--- src/rtl/button_panel_pkg.sv ---
// Shared definitions for the alarm-clock button front end and the display mux.
package button_panel_pkg;

    // Width of the mode code; the display mux select reuses it.
    localparam int MODE_W = 3;

    typedef enum logic [MODE_W-1:0] {
        CLOCK  = 3'd0,
        SET_TH = 3'd1,
        SET_TM = 3'd2,
        SET_AH = 3'd3,
        SET_AM = 3'd4
    } mode_t;

endpackage

--- src/rtl/btn_debounce.sv ---
// Synchronizes one raw push-button and accepts a new level only after it has
// held for DB_CYCLES consecutive cycles; emits a one-cycle strobe on the press.
module btn_debounce #(
    parameter int DB_CYCLES = 500000
) (
    input  logic clk,
    input  logic rst,
    input  logic raw,
    output logic stable,
    output logic press
);

    localparam int CW = $clog2(DB_CYCLES);
    localparam logic [CW-1:0] CNT_LAST = CW'(DB_CYCLES - 1);

    logic          sync_a;
    logic          s;
    logic          stable_d;
    logic [CW-1:0] cnt;

    // Two-flop synchronizer for the asynchronous button input.
    always_ff @(posedge clk) begin
        if (rst) begin
            sync_a <= 1'b0;
            s      <= 1'b0;
        end else begin
            sync_a <= raw;
            s      <= sync_a;
        end
    end

    // Count how long s has disagreed with stable; any bounce back restarts the window.
    always_ff @(posedge clk) begin
        if (rst) begin
            cnt      <= '0;
            stable   <= 1'b0;
            stable_d <= 1'b0;
        end else begin
            stable_d <= stable;
            if (s == stable) begin
                cnt <= '0;
            end else if (cnt == CNT_LAST) begin
                stable <= s;
                cnt    <= '0;
            end else begin
                cnt <= cnt + 1'b1;
            end
        end
    end

    assign press = stable & ~stable_d;

endmodule

--- src/rtl/button_panel.sv ---
// User-input side of the alarm clock: debounces five buttons, steps the mode
// FSM and generates up/down step pulses with auto-repeat in the SET_* states.
//
// state  | meaning
// CLOCK  | normal time display, no adjustment
// SET_TH | adjust time hours (fast clock selected)
// SET_TM | adjust time minutes (fast clock selected)
// SET_AH | adjust alarm hours
// SET_AM | adjust alarm minutes
module button_panel
    import button_panel_pkg::*;
#(
    parameter int DB_CYCLES    = 500000,
    parameter int REPEAT_DELAY = 50000000,
    parameter int REPEAT_RATE  = 10000000
) (
    input  logic              clk,
    input  logic              rst,
    input  logic              btn_c,
    input  logic              btn_l,
    input  logic              btn_r,
    input  logic              btn_u,
    input  logic              btn_d,
    output logic [MODE_W-1:0] mode,
    output logic              adjust,
    output logic              enth,
    output logic              entm,
    output logic              enah,
    output logic              enam,
    output logic              up,
    output logic              down
);

    localparam int HOLD_MAX = (REPEAT_DELAY > REPEAT_RATE) ? REPEAT_DELAY : REPEAT_RATE;
    localparam int HW       = $clog2(HOLD_MAX);
    localparam logic [HW-1:0] DELAY_LD = HW'(REPEAT_DELAY - 1);
    localparam logic [HW-1:0] RATE_LD  = HW'(REPEAT_RATE - 1);

    logic stable_c, stable_l, stable_r, stable_u, stable_d;
    logic press_c, press_l, press_r, press_u, press_d;
    logic [2:0] unused_stable;

    mode_t   state, state_next;
    logic    step_fwd, step_back;
    logic    in_set, mode_chg, both_held;
    logic    fire_u, fire_d;
    logic [HW-1:0] hold_u, hold_d;

    btn_debounce #(.DB_CYCLES(DB_CYCLES)) u_db_c (.clk(clk), .rst(rst), .raw(btn_c), .stable(stable_c), .press(press_c));
    btn_debounce #(.DB_CYCLES(DB_CYCLES)) u_db_l (.clk(clk), .rst(rst), .raw(btn_l), .stable(stable_l), .press(press_l));
    btn_debounce #(.DB_CYCLES(DB_CYCLES)) u_db_r (.clk(clk), .rst(rst), .raw(btn_r), .stable(stable_r), .press(press_r));
    btn_debounce #(.DB_CYCLES(DB_CYCLES)) u_db_u (.clk(clk), .rst(rst), .raw(btn_u), .stable(stable_u), .press(press_u));
    btn_debounce #(.DB_CYCLES(DB_CYCLES)) u_db_d (.clk(clk), .rst(rst), .raw(btn_d), .stable(stable_d), .press(press_d));

    // Only up/down need the held level; the navigation buttons act on press alone.
    assign unused_stable = {stable_c, stable_l, stable_r};

    // l and r pressed together cancel each other.
    assign step_fwd  = press_r & ~press_l;
    assign step_back = press_l & ~press_r;

    // Mode state register.
    always_ff @(posedge clk) begin
        if (rst) begin
            state <= CLOCK;
        end else begin
            state <= state_next;
        end
    end

    // Next-state logic; c has priority over l/r, illegal codes fall back to CLOCK.
    always_comb begin
        state_next = state;
        case (state)
            CLOCK: begin
                if (press_c) state_next = SET_TH;
            end
            SET_TH: begin
                if (press_c)        state_next = CLOCK;
                else if (step_fwd)  state_next = SET_TM;
                else if (step_back) state_next = SET_AM;
            end
            SET_TM: begin
                if (press_c)        state_next = CLOCK;
                else if (step_fwd)  state_next = SET_AH;
                else if (step_back) state_next = SET_TH;
            end
            SET_AH: begin
                if (press_c)        state_next = CLOCK;
                else if (step_fwd)  state_next = SET_AM;
                else if (step_back) state_next = SET_TM;
            end
            SET_AM: begin
                if (press_c)        state_next = CLOCK;
                else if (step_fwd)  state_next = SET_TH;
                else if (step_back) state_next = SET_AH;
            end
            default: state_next = CLOCK;
        endcase
    end

    // Level outputs decoded straight from the registered state.
    always_comb begin
        mode   = state;
        adjust = (state == SET_TH) || (state == SET_TM);
        enth   = (state == SET_TH);
        entm   = (state == SET_TM);
        enah   = (state == SET_AH);
        enam   = (state == SET_AM);
    end

    assign in_set    = (state == SET_TH) || (state == SET_TM) || (state == SET_AH) || (state == SET_AM);
    assign mode_chg  = (state_next != state);
    assign both_held = stable_u & stable_d;

    // A step fires on the press strobe or when the held direction's counter expires.
    assign fire_u = in_set & ~both_held & (press_u | (stable_u & (hold_u == '0)));
    assign fire_d = in_set & ~both_held & (press_d | (stable_d & (hold_d == '0)));

    // Per-direction hold down-counters: full delay after a press, then the repeat rate.
    always_ff @(posedge clk) begin
        if (rst) begin
            hold_u <= '0;
            hold_d <= '0;
        end else begin
            if (!in_set || mode_chg || both_held || !stable_u || press_u) hold_u <= DELAY_LD;
            else if (hold_u == '0)                                          hold_u <= RATE_LD;
            else                                                            hold_u <= hold_u - 1'b1;

            if (!in_set || mode_chg || both_held || !stable_d || press_d) hold_d <= DELAY_LD;
            else if (hold_d == '0)                                          hold_d <= RATE_LD;
            else                                                            hold_d <= hold_d - 1'b1;
        end
    end

    // Registered step pulses so they line up with the state update.
    always_ff @(posedge clk) begin
        if (rst) begin
            up   <= 1'b0;
            down <= 1'b0;
        end else begin
            up   <= fire_u;
            down <= fire_d;
        end
    end

endmodule

--- config.mk ---
export PLATFORM = sky130hd
export DESIGN_NAME = button_panel
export DESIGN_NICKNAME = d
export VERILOG_FILES = /design/src/rtl/button_panel_pkg.sv /design/src/rtl/btn_debounce.sv /design/src/rtl/button_panel.sv
export SDC_FILE = /design/constraint.sdc
export NUM_CORES = 1
export LEC_CHECK = 0
export ABC_AREA = 1
export BUFFER_PORTS_ARGS = -buffer_cell sky130_fd_sc_hd__buf_2
export CAP_MARGIN = 40
export CORE_MARGIN = 3
export CORE_UTILIZATION = 44
export DETAILED_ROUTE_END_ITERATION = 8
export PLACE_DENSITY = 0.71
export SLEW_MARGIN = 0
export SYNTH_ARGS = -nofsm -noshare
export SYNTH_HDL_FRONTEND = slang
export SYNTH_SLANG_ARGS = --single-unit
--- constraint.sdc ---
create_clock -name clk -period 5.55 [get_ports clk]
set_input_delay 0.2775 -clock clk [delete_from_list [all_inputs] [get_ports clk]]
set_output_delay 0.2775 -clock clk [all_outputs]
set_load 0.02 [all_outputs]
==> impl_metrics.toml <==
[global_routing]
grt.overflow.total = 0
grt_first_pass_wirelength_mm = 28.9
grt_pass1_vias = 6579
grt_start_max_net_pins = 46
groute.usage.overall_pct = 16.5
grt_antenna_before_repair = 0

[hold_path]
holdCritPathClass = "in2reg"

[clocking]
clock_latency_ps = 420
worst_setup_hold_path_clk_slew_ps = 60
max-clock-path-buffers = 2
cts_buffers = 17
post_cts_resized = 0
clock_tree_from_tritoncts = "yes"
cts-root-buf = "clkbuf_16"
cts.sink_count = 172
number_of_hold_repair_buffers_added_at_the_cts_stage = 0
post_cts_buffers = 0
clock_tree.htree_level_count = 4

[detailed_routing]
num_vias = 7193
drt-vias-per-instance = 4.91
drt-initial-drc-count = 415
postRouteWirelength_mm = 16.4
routed_wire_length_per_instance_um = 11.2
postRouteAntennaNets = 0
route.detailed.drc = 0
drt-pass1-iter-count = 4

[yosys]
synth.avg_cell_area_um2 = 6.97
yosys_register_bits = 172
yosysSeqAreaShare_pct = 40.8
number_of_cells_produced_by_synthesis = 1210
synthDistinctLibCells = 40
synthTopCellsByArea = "dfxtp_1, nand2_1, nor2_1, inv_1, nand3_1"
synth_top_cell_by_area = "dfxtp_1"
synth_fp_nets = 1224
synth.top_cell.area_share_pct = 40.8
syn_area_um2 = 8430
ys_warn_count = 0

[die]
design.die.area_um2 = 20900
fp.dieW_um = 144
initial_core_utilization_pct = 45.8
row_count = 49
core_region_area_um2 = 18400
fp.dieH_um = 144
pin_count = 17

[pwr]
maximum_resistive_drop_on_vdd_mv = 0.220
power.leakage_nw = 3.84
cellPowerDensity_nw_per_um2 = 280

[worst_setup_path]
timing.critical_path.to_type = "register"
critical_path_required_ps = 5870
crit_path_max_fanout = 11
setup.worst_path.class = "reg2reg"
cp-start-kind = "register"
worstPathArrival_ps = 2670

[finish]
diodes = 0
nets = 1238
final_util_pct = 50.9
syn2layout_area_growth_pct = 11.0
postLayoutCellArea_um2 = 9360
post_route_cells_drive_above_1_share_pct = 7.36

[place]
dpl_cell_area_um2 = 8720
detailedPlacementHpwl_mm = 11.5
buffer_ports.inserted = 16
gpl.final_weighted_congestion = 0.888

[sta]
setup_repair_after_global_routing_missed_its_margin = "false"
setup-tns-final_ps = 0
setup_viol = 0
share_of_the_clock_period_used_by_the_worst_path_after_layout_pct = 42.5
timing.clock.skew_ps = 4.85
finalMaxSlewViolations = 0
final.min_clock_period_ps = 2360
slew_headroom_pct = 46.9
final_hold_viol_count = 0
fmax_ghz = 0.424
max_slew.worst_pin.slew_ps = 796

[job]
drv.max_cap_violation_count = 0

[outcome]
outcome = "complete, no violations"
state kept, by name (all words and copies together), names as in the netlist, 3 cells and up:
signal / count
u_db_d.cnt: 19
u_db_l.cnt: 19
u_db_c.cnt: 19
u_db_u.cnt: 19
u_db_r.cnt: 19
hold_u: 26
hold_d: 26
mode: 3
placed cells by master (no fill, tap or decap), drive strengths merged:
| cell type | instances |
|---|---|
| nor3b | 17 |
| clkbuf | 21 |
| bufinv | 4 |
| o22ai | 1 |
| nand4 | 26 |
| o21bai | 3 |
| clkinv | 5 |
| buf | 17 |
| nand2 | 208 |
| o31ai | 1 |
| nor4 | 15 |
| and2 | 1 |
| ha | 7 |
| a31o | 1 |
| inv | 194 |
| o21a | 5 |
| a211oi | 4 |
| o211ai | 2 |
| xnor2 | 20 |
| and3 | 2 |
| nor2 | 214 |
| o21ai | 21 |
| nand3b | 4 |
| a31oi | 4 |
| nand3 | 122 |
| dfxtp | 172 |
| a21oi | 43 |
| nor3 | 44 |
| xor2 | 45 |
| or2 | 13 |
cell usage after synthesis, drive strengths merged:
| master | instances |
|---|---|
| or2 | 13 |
| a31oi | 4 |
| and2 | 1 |
| clkbuf | 10 |
| dfxtp | 172 |
| a211oi | 4 |
| nand3b | 4 |
| a21oi | 43 |
| o21ai | 21 |
| ha | 7 |
| o22ai | 1 |
| nand3 | 122 |
| o21a | 5 |
| buf | 12 |
| inv | 193 |
| o211ai | 2 |
| nor2 | 214 |
| nand2 | 208 |
| nor3 | 44 |
| nand4 | 26 |
| o21bai | 3 |
| and3 | 2 |
| o31ai | 1 |
| xnor2 | 20 |
| nor3b | 17 |
| a31o | 1 |
| nor4 | 15 |
| xor2 | 45 |
where the power goes:
| group | internal, mW | switching [mW] | total [mW] |
|---|---|---|---|
| Combinational | 0.0274 | 0.0506 | 0.0780 |
| Clock | 0.799 | 0.472 | 1.27 |
| Sequential | 1.25 | 0.0136 | 1.27 |
| Total | 2.08 | 0.536 | 2.62 |
final timing paths:
check | startpoint | endpoint | slack [ps] | cells past startpoint
setup / recovery | hold_u[0] | hold_u[22] | 3190 | 11
hold / removal | btn_l | u_db_l.sync_a | 60 | 3
setup reg to reg | hold_u[0] | hold_u[22] | 3190 | 11
hold reg to reg | u_db_r.sync_a | u_db_r.s | 400 | 2
worst max-delay path: stages, from the launching register on:
cell and delay (ps):
dfxtp_1 300, inv_1 100, ha_1 220, nand3_1 160
inv_1 130, nand2_1 140, nor3_2 680, inv_2 190
nand3_1 130, nand3_1 80, nand2_1 90, inv_1 40
routing by layer:
metal  global-route usage [%]  share of wire (%)  vias up
li1                         -                  -     3871
met4                     5.50                1.8        0
met2                     26.9                 45      109
met1                     21.5                 50     3192
met3                     3.74                3.6       21
met5                        0                  0        -
metrics by stage:
step	hold WS [ps]	setup slack (ps)	power (mW)	instances
after floorplan	384	3510	1.35	1210
after global placement	395	2930	1.37	1433
after detailed placement	399	2940	1.37	1434
after CTS	53.2	3170	2.65	1465
after global routing	70.6	2880	2.71	1465
final	64.3	3190	2.62	1465
final cells by class:
type | count | area, µm²
Sequential cell | 172 | 3440
Clock buffer | 21 | 480
Timing Repair Buffer | 17 | 108
Multi-Input combinational cell | 823 | 4160
Fill cell | 1799 | 9030
Inverter | 193 | 724
Clock inverter | 10 | 161
Tap cell | 229 | 287
logic make-up after synthesis:
kind of cell	after synthesis	synth area share, %
flip-flops	172	40.8
AO/OA/AOI/OAI	85	5.61
adder cells (fa/ha/maj)	7	1.04
buffers and inverters	215	9.88
AND/OR/NAND/NOR	666	35.9
XOR/XNOR	65	6.75
(Power assumes the default switching activity.)
